==> src/rtl/fetch_decode.sv <==
// Single-beat Wishbone pipelined bus master with an optional instruction
// decoder on completed reads. One request in flight; requests arriving while
// busy are dropped. Decoded fields appear one cycle after the read completes.
module fetch_decode #(
    parameter int DW = 32
) (
    input  logic          clk,
    input  logic          reset,
    input  logic          i_enable,
    input  logic [DW-1:0] i_addr,
    input  logic          i_we,
    input  logic [DW-1:0] i_value,
    input  logic          i_decode,
    output logic [DW-1:0] o_data,
    output logic          o_completed,
    output logic          o_wb_cyc,
    output logic          o_wb_stb,
    output logic          o_wb_we,
    output logic [DW-1:0] o_wb_addr,
    output logic [DW-1:0] o_wb_data,
    input  logic          i_wb_ack,
    input  logic          i_wb_stall,
    input  logic [DW-1:0] i_wb_data,
    output logic [3:0]    o_opcode,
    output logic [3:0]    o_extra,
    output logic [3:0]    o_operandA,
    output logic [3:0]    o_operandB,
    output logic [15:0]   o_immediate,
    output logic          o_dec_completed
);

    typedef enum logic [1:0] {
        IDLE = 2'd0,
        REQ  = 2'd1,
        WAIT = 2'd2
    } state_t;

    state_t        state_q, state_d;
    logic [DW-1:0] addr_q, addr_d;
    logic [DW-1:0] value_q, value_d;
    logic          we_q, we_d;
    logic          decode_q, decode_d;
    logic [DW-1:0] data_q, data_d;
    logic [DW-1:0] fields_q, fields_d;
    logic          completed_q, completed_d;
    logic          dec_go_q, dec_go_d;
    logic          dec_completed_q, dec_completed_d;
    logic          ack_ok;

    // An ack only counts once the strobe has been accepted (or in the same
    // cycle it is accepted); acks while idle or stalled are ignored.
    assign ack_ok = ((state_q == REQ) && !i_wb_stall && i_wb_ack) ||
                    ((state_q == WAIT) && i_wb_ack);

    // Next-state, request latching, completion and decode logic
    always_comb begin
        state_d         = state_q;
        addr_d          = addr_q;
        value_d         = value_q;
        we_d            = we_q;
        decode_d        = decode_q;
        data_d          = data_q;
        fields_d        = fields_q;
        completed_d     = 1'b0;
        dec_go_d        = 1'b0;
        dec_completed_d = 1'b0;

        case (state_q)
            IDLE: begin
                if (i_enable) begin
                    state_d  = REQ;
                    addr_d   = i_addr;
                    value_d  = i_value;
                    we_d     = i_we;
                    decode_d = i_decode;
                end
            end
            REQ: begin
                if (!i_wb_stall) begin
                    state_d = i_wb_ack ? IDLE : WAIT;
                end
            end
            WAIT: begin
                if (i_wb_ack) begin
                    state_d = IDLE;
                end
            end
            default: state_d = IDLE;
        endcase

        if (ack_ok) begin
            completed_d = 1'b1;
            if (!we_q) begin
                data_d   = i_wb_data;
                dec_go_d = decode_q;
            end
        end

        // data_q still holds the read word here: no second ack can land
        // within one cycle of a completion.
        if (dec_go_q) begin
            fields_d        = data_q;
            dec_completed_d = 1'b1;
        end
    end

    // State and datapath registers with synchronous active-low reset
    always_ff @(posedge clk) begin
        if (!reset) begin
            state_q         <= IDLE;
            addr_q          <= '0;
            value_q         <= '0;
            we_q            <= 1'b0;
            decode_q        <= 1'b0;
            data_q          <= '0;
            fields_q        <= '0;
            completed_q     <= 1'b0;
            dec_go_q        <= 1'b0;
            dec_completed_q <= 1'b0;
        end else begin
            state_q         <= state_d;
            addr_q          <= addr_d;
            value_q         <= value_d;
            we_q            <= we_d;
            decode_q        <= decode_d;
            data_q          <= data_d;
            fields_q        <= fields_d;
            completed_q     <= completed_d;
            dec_go_q        <= dec_go_d;
            dec_completed_q <= dec_completed_d;
        end
    end

    assign o_wb_cyc        = (state_q != IDLE);
    assign o_wb_stb        = (state_q == REQ);
    assign o_wb_we         = o_wb_cyc && we_q;
    assign o_wb_addr       = addr_q;
    assign o_wb_data       = value_q;
    assign o_data          = data_q;
    assign o_completed     = completed_q;
    assign o_dec_completed = dec_completed_q;
    assign o_opcode        = fields_q[31:28];
    assign o_extra         = fields_q[27:24];
    assign o_operandA      = fields_q[23:20];
    assign o_operandB      = fields_q[19:16];
    assign o_immediate     = fields_q[15:0];

endmodule

==> config.mk <==
export PLATFORM = sky130hd
export DESIGN_NAME = fetch_decode
export DESIGN_NICKNAME = d
export VERILOG_FILES = /design/src/rtl/fetch_decode.sv
export SDC_FILE = /design/constraint.sdc
export NUM_CORES = 1
export LEC_CHECK = 0
export BUFFER_PORTS_ARGS = -buffer_cell sky130_fd_sc_hd__buf_2
export CAP_MARGIN = 20
export CORE_MARGIN = 2
export CORE_UTILIZATION = 40
export CTS_CLUSTER_SIZE = 16
export DETAILED_ROUTE_END_ITERATION = 8
export PLACE_DENSITY = 0.75
export SETUP_SLACK_MARGIN = 0.2
export SYNTH_ARGS = -nofsm -noshare
export SYNTH_HDL_FRONTEND = slang
export SYNTH_SLANG_ARGS = --single-unit
==> constraint.sdc <==
create_clock -name clk -period 2.51 [get_ports clk]
set_input_delay 0.251 -clock clk [delete_from_list [all_inputs] [get_ports clk]]
set_output_delay 0.251 -clock clk [all_outputs]
set_load 0.01 [all_outputs]
==> key figures, run 1 <==
Outcome
  – Outcome: finished, final reports clean

Die
  – Core Footprint: 0.0114 sq mm
  – Num rows: 39
  – Die ar.: approximately 0.013 sq mm
  – Die W: around 110 um
  – Initial core utilization: around 40%
  – Die height: ~110 um
  – Ports: about 240

Run
  – Max-cap viol count: 0

GRT
  – First-pass GRT wire length: 19,500 um
  – Pin count of the biggest net entering global routing: 67
  – Antenna violations before repair: 0
  – Grt ovf: 0
  – Total GRT Usage: 19.5%
  – Vias in the first global route: 4,088

Detailed routing
  – Remaining DRCs: 0
  – Met1 wire length: between 5000 and 6000 um
  – Number of DRC markers in iteration 0: between 150 and 200
  – Vias per Instance: between 4 and 5
  – DRT antenna net count: 0
  – Avg WL per Cell: 13.8 um
  – Final WL: 12,300 um
  – Length of the first detailed-routing pass in iterations: 4
  – Met3 WL post-DR: between 1000 and 1500 um
  – Vias: 4,321
  – Met2 routed WL: slightly below 6000 um
  – Top Metal Used: met4

Cells and area
  – Antenna cells: 0
  – Most common cell after layout, fill and taps aside: buf_2
  – Final Non-Filler Cells: ~900
  – Design area: about 0.0066 sq mm
  – Share of layout cells above drive strength 1: 37.1%
  – Synth-to-Final Area Change: 39.9%
  – Final net count: roughly 850
  – Most frequent cells in the layout: buf_2, nand2_1, dfxtp_1

Synth
  – Synth cell types: 24
  – Post-synth EDFFs: 0
  – Sequential fraction of the synthesis area: 57.6%
  – Yosys warns: 0
  – Post-Synthesis Cells: just over 500
  – Synth Flop Type: dfxtp_1
  – Synthesized area per cell: 9.05 sq um
  – Syn nets: roughly 620
  – Async set-or-reset flop fraction in the synthesized netlist: 0%
  – #FFs+latches synth: ~140
  – Mapped cell area: between 0.004 and 0.005 sq mm

Timing
  – Fmax: 590 MHz
  – TNS Setup: 0 ns
  – Fin crit share: between 60 and 70%
  – Final worst setup slack: 0.815 ns
  – Worst Skew: slightly below 0.01 ns
  – Tmin final: 1.70 ns
  – Slew Limit Fails: 0
  – Final number of hold-violating endpoints: 0
  – Final setup fails: 0
  – Slew HR: about 56%
  – RSZ-0062 raised after global routing: no
  – Slew @ Worst Pin: approximately 0.66 ns

Placement
  – Placed cells: approximately 870
  – Worst Setup Slack post-DPL: 0.830 ns
  – Routability cong.: ~0.81
  – Dpl cell area: around 0.0059 sq mm
  – IO buf count: 235
  – Detailed placer's ending HPWL: approximately 9000 um

Critical path
  – Crit-path leading delay family: simple AND/OR/NAND/NOR gates
  – Buf+Inv Stages, Crit Path: 1
  – Crit path DAT: slightly above 2 ns
  – Slowest-stage cell, CP: or3b_4
  – Critical Path Sink Type: flip-flop
  – Crit-path cells: or3b_4 > a211oi_4 > buf_4 > o2bb2ai_1
  – Crit path required time: around 2.9 ns
  – Crit-path max FO: 32
  – Crit path largest cell delay: between 0.4 and 0.5 ns
  – WS Path Type: reg -> reg
  – Critical Path Start Type: flip-flop

CTS
  – Clk root buf: clkbuf_16
  – CTS tree: done
  – H-tree Lvls: 4
  – Hold bufs inserted after CTS: 0
  – Setup Buffers After CTS: 0
  – Worst-Skew Late Latency: 0.42 ns
  – Clock transition at path regs: ~0.060 ns
  – CTS resizes: 0
  – CTS max path bufs: 2
  – Num CTS Buffers: 17
  – Clock Sinks: between 100 and 150

Power and ir drop
  – P_leak: 3.05 nW
  – Power per cell area: just over 800 mW/mm^2
  – Peak supply drop: ~0.00047 V

Worst hold path
  – Hold/Removal Path Class: in -> reg
metal layers:
layer | up-vias | track usage (%)
li1 | 2162 | -
met1 | 1959 | 23.5
met2 | 177 | 31.9
met3 | 23 | 6.64
met4 | 0 | 8.05
met5 | - | 0
layout make-up:
class / instances / area [sq um]
repair buffers: 243 / 1250
flip-flops and latches: 135 / 2700
clock buffers: 22 / 474
inverters: 2 / 8.76
clock inverters: 9 / 148
multi-input cells: 343 / 1810
fillers: 1034 / 4850
well taps: 143 / 179
kinds of logic (layout without fill, tap and decap cells):
family / after synthesis / count (layout) / synth area share, %
DFF: 135 / 135 / 57.6
and+or+nand+nor: 208 / 208 / 17.4
muxes: 33 / 33 / 7.04
AOI/OAI and AO/OA: 102 / 102 / 14.0
buffers and inverters: 41 / 276 / 4.05
state kept, by name, summed over array words and instances, names as in the netlist:
name / flops
o_wb_addr: 32
decode_q: 1
o_completed: 1
o_wb_data: 32
o_data: 32
o_dec_completed: 1
fields_q: 32
we_q: 1
dec_go_q: 1
state_q: 2
path summary, 6_finish.rpt:
check,from,end,slack [ns],cells after the start
hold / removal,i_wb_data[11],o_data[11]$_SDFFE_PN0P_,0.04,2
setup reg to reg,state_q[0]$_SDFFE_PN0P_,o_data[24]$_SDFFE_PN0P_,0.81,4
setup / recovery,state_q[0]$_SDFFE_PN0P_,o_data[24]$_SDFFE_PN0P_,0.81,4
hold reg to reg,o_wb_addr[6]$_SDFFE_PN0P_,o_wb_addr[6]$_SDFFE_PN0P_,0.45,2
cell usage after synthesis, types with 2 or more instances:
cell	n	area, sq um
nor2_1	32	120
buf_6	3	33.8
mux2i_1	33	330
nand2_1	165	619
and2_1	2	12.5
inv_1	2	7.51
dfxtp_1	135	2700
o2bb2ai_1	32	280
nand2b_1	2	12.5
buf_2	11	55.1
a21oi_1	66	330
buf_1	3	11.3
clkbuf_1	22	82.6
metrics by stage:
stage	power [mW]	utilization, %	hold WS (ns)
floorplan	2.54	-	0.329
global placement	2.74	52.1	0.429
detailed placement	2.76	52.1	0.435
CTS	5.36	57.5	0.0243
global route	5.49	57.5	0.0271
finish	5.30	57.5	0.0369
report_power, final:
part           total [mW]  leakage (nW)  switching (mW)  internal [mW]
sequential           2.28          1.10          0.0467           2.23
clock                2.59         0.306           0.864           1.73
combinational       0.431          1.64           0.251          0.180
total                5.30          3.05            1.16           4.14
No activity file was read; power rests on OpenSTA's default activity.
==> inputs of run 2 (changes only) <==
Settings changed: ABC_AREA from default to 1, PLACE_DENSITY 0.75 to 0.76.
Clock period 2.51 ns to 1.4 ns, I/O delays scaled along.
==> run 2 against run 1 <==
Compared with the run above: clock skew shrank 0.0033 ns; critical path type unchanged; die area is 8.8% higher; total power up 88%; routed wire length grew 38%; sequential cell count stayed put.
==> key figures, run 2 <==
Placement
  – IO buf count: 235 (unchanged)
  – Worst Setup Slack post-DPL: 0.189 ns (-0.641 ns)
  – Routability cong.: 0.756 (-6.7%)
  – Detailed placer's ending HPWL: 9600 um (+8.9%)

Synth
  – Syn nets: 793 (+27%)
  – Post-synth EDFFs: 0 (unchanged)
  – Sequential fraction of the synthesis area: 52.7% (-4.8 points)
  – Mapped cell area: 0.00512 sq mm (+9.1%)
  – Top cells by area, synth: dfxtp_1, nor2_1, o21ai_0
  – #FFs+latches synth: 135 (unchanged)
  – Synthesized area per cell: 7.43 sq um (-18%)
  – Synth cell types: 22 (-8.3%)
  – Most common cell in the netlist: nor2_1
  – Post-synth top area share: 52.7% (-4.8 points)
  – Yosys warns: 0 (unchanged)
  – Commonest cells in the synthesized netlist: nor2_1, dfxtp_1, inv_1, o21ai_0, nand2_1
  – Post-Synthesis Cells: 690 (+33%)
  – Async set-or-reset flop fraction in the synthesized netlist: 0% (unchanged)
  – Synth Flop Type: dfxtp_1
  – Leading area contributor after synthesis: dfxtp_1

Die
  – Initial core utilization: 40.8% (-0.35 points)
  – Num rows: 41 (+5.1%)
  – Die W: 117 um (+4.3%)
  – Die height: 117 um (+4.3%)
  – Ports: 236 (unchanged)
  – Die ar.: 0.0137 sq mm (+8.8%)
  – Core Footprint: 0.0126 sq mm (+10%)

Timing
  – Final setup fails: 0 (unchanged)
  – TNS Setup: 0 ns (unchanged)
  – Fin crit share: 87.6% (+20 points)
  – Slew @ Worst Pin: 0.376 ns (-0.283 ns)
  – Slew HR: 74.9% (+19 points)
  – Fmax: 816 MHz (+38%)
  – Tmin final: 1.23 ns (-0.469 ns)
  – Final worst setup slack: 0.174 ns (-0.641 ns)
  – Final number of hold-violating endpoints: 0 (unchanged)
  – Worst Skew: 0.00631 ns (-0.00334 ns)
  – Slew Limit Fails: 0 (unchanged)
  – RSZ-0062 raised after global routing: yes

CTS
  – Clk root buf: clkbuf_16
  – Clock Sinks: 135 (unchanged)
  – CTS tree: done
  – Num CTS Buffers: 17 (unchanged)
  – CTS max path bufs: 2 (unchanged)
  – H-tree Lvls: 4 (unchanged)
  – Worst-Skew Late Latency: 0.41 ns (about the same)
  – Clock transition at path regs: 0.05 ns (about the same)

Worst hold path
  – Hold/Removal Path Class: in -> reg
  – Hold Path Origin: i_addr[2]

Critical path
  – Crit path largest cell delay: 0.36 ns (-0.09 ns)
  – Critical Path Sink Type: flip-flop
  – Slowest-stage cell, CP: dfxtp_4
  – Critical Path Start Type: flip-flop
  – Reg2reg start: state_q[1]$_SDFFE_PN0P_
  – Crit path DAT: 1.52 ns (-0.51 ns)
  – Crit-path cells: nor2_4 > nand2_2 > buf_12 > o21ai_0 > nor2_1
  – Crit-path max FO: 53 (+66%)
  – WS Path Type: reg -> reg
  – Crit path required time: 1.69 ns (-1.16 ns)
  – CP startpoint: state_q[1]$_SDFFE_PN0P_

Cells and area
  – Fillers: 1,063 (+2.8%)
  – Most common cell after layout, fill and taps aside: buf_2
  – Share of layout cells above drive strength 1: 35.1% (-2.0 points)
  – Synth-to-Final Area Change: 54.5%
  – Most frequent cells in the layout: buf_2, nor2_1, dfxtp_1
  – Final net count: 1,078 (+28%)

GRT
  – First-pass GRT wire length: 23,400 um (+20%)
  – Vias in the first global route: 5,029 (+23%)
  – Pin count of the biggest net entering global routing: 71 (+6.0%)
  – Total GRT Usage: 22.1% (+2.6 points)
  – Grt ovf: 0 (unchanged)
  – Antenna violations before repair: 1 (+1)

Detailed routing
  – Remaining DRCs: 0 (unchanged)
  – Vias: 5,471 (+27%)
  – Number of DRC markers in iteration 0: 296 (+85%)
  – Vias per Instance: 4.72 (-1.9%)
  – Length of the first detailed-routing pass in iterations: 5 (+1)
  – Avg WL per Cell: 14.7 um (+6.7%)
  – Final WL: 17,000 um (+38%)
  – DRT antenna net count: 0 (unchanged)

Power and ir drop
  – Power per cell area: 1260 mW/mm^2 (+56%)
  – Peak supply drop: 0.000695 V (+48%)
  – P_leak: 4.06 nW (+33%)

Run
  – Max-cap viol count: 0 (unchanged)

Outcome
  – Outcome: finished, final reports clean
-- run 2: cell count changes in the layout (fill, tap and decap cells not counted), moves of 33 or more --
| cell | before | now |
|---|---|---|
| nor2_1 | 32 | 155 |
| mux2i_1 | 33 | 0 |
| dlygate4sd3_1 | 0 | 55 |
| inv_1 | 1 | 85 |
| o21ai_1 | 0 | 45 |
| o21ai_0 | 0 | 53 |
| nand2_1 | 165 | 42 |
-- run 2: cell type report --
class	instances	area [sq um]	share of cell area, %
Clock inverter	4	70.1	0.885
Sequential cell	135	2710	34.3
Antenna cell	1	2.50	0.0316
Inverter	105	402	5.07
Tap cell	172	215	2.72
Multi-Input combinational cell	403	1940	24.5
Clock buffer	25	485	6.13
Timing Repair Buffer	313	2090	26.4
-- run 2: path summary, 6_finish.rpt --
| kind | to | slack, ns | cells after the start |
|---|---|---|---|
| max | o_wb_data[0]$_SDFFE_PN0P_ | 0.17 | 5 |
| min | o_wb_addr[2]$_SDFFE_PN0P_ | 0.003 | 3 |
| max reg2reg | o_wb_data[0]$_SDFFE_PN0P_ | 0.17 | 5 |
| min reg2reg | dec_go_q$_SDFF_PP0_ | 0.46 | 2 |
-- run 2: kinds of logic after synthesis --
family,count (synthesis),synth area share [%]
buffers and inverters,152,12.4
DFF,135,52.7
AOI/OAI and AO/OA,133,13.0
and+or+nand+nor,270,21.9
-- run 2: stage by stage --
| step | hold slack (ns) | instance area (sq um) | std cells | util, % | total power [mW] |
|---|---|---|---|---|---|
| after floorplan | 0.284 | 5120 | 690 | - | 4.92 |
| after global placement | 0.378 | 6460 | 1064 | 51.4 | 5.41 |
| after detailed placement | 0.387 | 6460 | 1064 | 51.4 | 5.43 |
| after CTS | 0.00221 | 7570 | 1148 | 60.3 | 9.82 |
| after global routing | 0.00896 | 7920 | 1158 | 63.0 | 10.4 |
| final | 0.00320 | 7920 | 1158 | 63.0 | 9.95 |
-- run 2: power breakdown --
group | internal [mW] | total (mW) | switching (mW)
clock network | 2.73 | 4.27 | 1.55
logic | 0.663 | 1.49 | 0.826
registers | 4.07 | 4.19 | 0.123
total | 7.46 | 9.95 | 2.49
-- run 2: what timing repair did --
item	4_1_cts	5_1_grt
hold buffers	53	2
pin swaps	3	32
hold endpoints to repair	53	2
endpoints found under the setup margin	50	102
gates cloned	0	6
setup buffers	2	1
resized for setup	7	110
-- run 2: critical path, delay by kind of cell, from the launching register on --
kind                   cells  cell delay [ns]
AOI/OAI and AO/OA          1             0.22
DFF                        1             0.36
and+or+nand+nor            3             0.31
buffers and inverters      1             0.19
-- run 2: metal layers --
metal	track usage (%)	up-vias	share of wire (%)
met2	36.4	245	49
li1	-	2715	-
met1	24.6	2465	39
met3	8.55	46	8.8
met5	0	-	0
met4	11.8	0	3.4
==> inputs of run 3 (changes only) <==
Settings changed: ABC_AREA 1 to default, ABC_CLOCK_PERIOD_IN_PS from default to 1400, PLACE_DENSITY 0.76 to 0.77.
==> run 3 against run 2 <==
Compared with the run above: the run now ends with setup timing left; global-route usage rose by 7.0 points; largest power group is now registers; utilization increased by 17 points; worst hold slack improved by 0.054 ns; setup slack lost 0.38 ns; final cell count down 10%; routed wire length is 28% higher; non-clock buffer count is 74 higher; sequential cell count did not move; critical path depth grew 3; largest cell class is now buffers; design area increased by 15%; fmax down 24%; register-to-register slack worse by 0.38 ns.
==> key figures, run 3 (synthesis gave the netlist of run 1 again) <==
Outcome
  – Outcome: finished, violations left
  – Failing checks: setup timing

Die
  – Core Footprint: 0.0114 sq mm (-9.1%)
  – Num rows: 39 (-4.9%)
  – Ports: 236 (unchanged)
  – Initial core utilization: 41.1% (+0.35 points)
  – Die height: 112 um (-4.1%)
  – Die W: 112 um (-4.1%)
  – Die ar.: 0.0126 sq mm (-8.1%)

CTS
  – H-tree Lvls: 4 (unchanged)
  – CTS max path bufs: 2 (unchanged)
  – Num CTS Buffers: 17 (unchanged)
  – Clock Sinks: 135 (unchanged)
  – CTS tree: done
  – Clk root buf: clkbuf_16
  – Clock transition at path regs: 0.06 ns (about the same)
  – Worst-Skew Late Latency: 0.42 ns (about the same)

Critical path
  – Crit path required time: 1.73 ns (+0.04 ns)
  – Crit path DAT: 1.94 ns (+0.42 ns)
  – Crit-path max FO: 6 (-89%)
  – Critical Path Sink Type: flip-flop
  – Reg-to-reg endpoint: o_wb_data[12]$_SDFFE_PN0P_
  – Critical Path Start Type: flip-flop
  – CP startpoint: state_q[1]$_SDFFE_PN0P_
  – WS Path Type: reg -> reg
  – Worst reg-to-reg setup slack: -0.20 ns (-0.38 ns)
  – Worst setup path endpoint: o_wb_data[12]$_SDFFE_PN0P_
  – Reg2reg path depth: 8 (+3)
  – Reg2reg start: state_q[1]$_SDFFE_PN0P_

Power and ir drop
  – Final Power: 9.81 mW (-1.5%)
  – Power per cell area: 1080 mW/mm^2 (-14%)
  – Peak supply drop: 0.000925 V (+33%)
  – P_leak: 4.17 nW (+2.7%)

Detailed routing
  – Length of the first detailed-routing pass in iterations: 5 (unchanged)
  – DRT antenna net count: 0 (unchanged)
  – Vias per Instance: 5.35 (+13%)
  – Number of DRC markers in iteration 0: 352 (+19%)
  – Vias: 5,556 (+1.6%)
  – Final WL: 21,800 um (+28%)
  – Avg WL per Cell: 21.0 um (+43%)
  – Remaining DRCs: 0 (unchanged)

Cells and area
  – Most frequent cells in the layout: buf_2, dfxtp_1, dlygate4sd3_1
  – Synth-to-Final Area Change: 93.9%
  – Fillers: 658 (-38%)
  – Design area: 0.00910 sq mm (+15%)
  – Antenna cells: 0 (-1)
  – Share of layout cells above drive strength 1: 52.8% (+18 points)
  – Most common cell after layout, fill and taps aside: buf_2
  – Final net count: 989 (-8.3%)

GRT
  – Antenna violations before repair: 0 (-1)
  – First-pass GRT wire length: 28,500 um (+22%)
  – Total GRT Usage: 29.0% (+7.0 points)
  – Vias in the first global route: 5,641 (+12%)
  – Pin count of the biggest net entering global routing: 43 (-39%)
  – Grt ovf: 0 (unchanged)

Timing
  – Slew Limit Fails: 0 (unchanged)
  – Worst Skew: 0.0124 ns (+0.00610 ns)
  – Fin crit share: 115% (+27 points)
  – Final setup fails: 101 (+101)
  – TNS Setup: -13.39 ns (-13.39 ns)
  – Slew @ Worst Pin: 0.363 ns (-0.0133 ns)
  – Tmin final: 1.60 ns (+0.378 ns)
  – Final worst setup slack: -0.204 ns (-0.378 ns)
  – Final number of hold-violating endpoints: 0 (unchanged)
  – Fmax: 624 MHz (-24%)
  – Slew HR: 75.8% (+0.88 points)
  – RSZ-0062 raised after global routing: yes

Placement
  – Worst Setup Slack post-DPL: -0.0734 ns (-0.262 ns)
  – Detailed placer's ending HPWL: 8300 um (-13%)
  – IO buf count: 235 (unchanged)
  – Dpl cell area: 0.00606 sq mm (-6.2%)
  – Routability cong.: 0.741 (-2.0%)

Worst hold path
  – Hold/Removal Path Class: in -> reg
  – Hold depth: 2 (-1)
  – Hold Path Origin: i_wb_ack

Run
  – Max-cap viol count: 0 (unchanged)
run 3: cell types whose count changed in the layout (fill, tap and decap cells not counted), moves of 44 or more:
| cell | previous run | this run |
|---|---|---|
| o21ai_0 | 53 | 0 |
| nor2_1 | 155 | 32 |
| a21oi_2 | 0 | 58 |
| inv_1 | 85 | 1 |
| dlygate4sd3_1 | 55 | 99 |
| o21ai_1 | 45 | 0 |
| nand2_1 | 42 | 90 |
run 3: what timing repair did:
item,CTS,global route
setup buffers,20,3
pin swaps,41,86
gates cloned,14,3
gates resized for setup,104,142
hold endpoints to repair,99,0
hold buffers,99,0
setup endpoints to repair,102,104
run 3: worst max-delay path: stages (launching register included):
cell     delay [ns]
dfxtp_4        0.36
buf_6          0.12
buf_6          0.11
nor3b_4        0.24
buf_6          0.17
buf_12         0.11
buf_16         0.15
nand2_4        0.06
a21oi_2        0.19
run 3: layout make-up:
type	instances	area [sq um]	share of cell area, %
Timing Repair Buffer	387	3110	34.1
Sequential cell	135	2710	29.8
Multi-Input combinational cell	343	2610	28.6
Clock buffer	22	464	5.10
Tap cell	143	179	1.97
Clock inverter	6	30.0	0.330
Inverter	2	8.76	0.0962
run 3: worst min path at each step:
stage                         endpoint
6_report        o_completed$_SDFF_PN0_
5_1_grt         o_completed$_SDFF_PN0_
4_1_cts         o_completed$_SDFF_PN0_
3_5_place_dp    o_data[7]$_SDFFE_PN0P_
3_3_place_gp   o_data[14]$_SDFFE_PN0P_
2_1_floorplan  state_q[1]$_SDFFE_PN0P_
run 3: power breakdown:
| group | switching [mW] | internal [mW] |
|---|---|---|
| sequential | 0.106 | 4.00 |
| combinational | 0.916 | 0.909 |
| clock | 1.59 | 2.29 |
run 3: routing by layer:
metal  track usage [%]  share of wire, %  vias up
met5                 0                 0        -
met4              16.7               6.5        0
met3              8.15               7.3      119
met2              52.4                51      362
met1              30.1                35     2616
li1                  -                 -     2459
run 3: stage by stage:
stage               cells  hold WS (ns)  util [%]
finish               1038        0.0574      79.7
global route         1038        0.0469      79.7
CTS                  1032       0.00606      74.1
detailed placement    871         0.345      53.1
global placement      871         0.340      53.1
floorplan             519         0.218         -
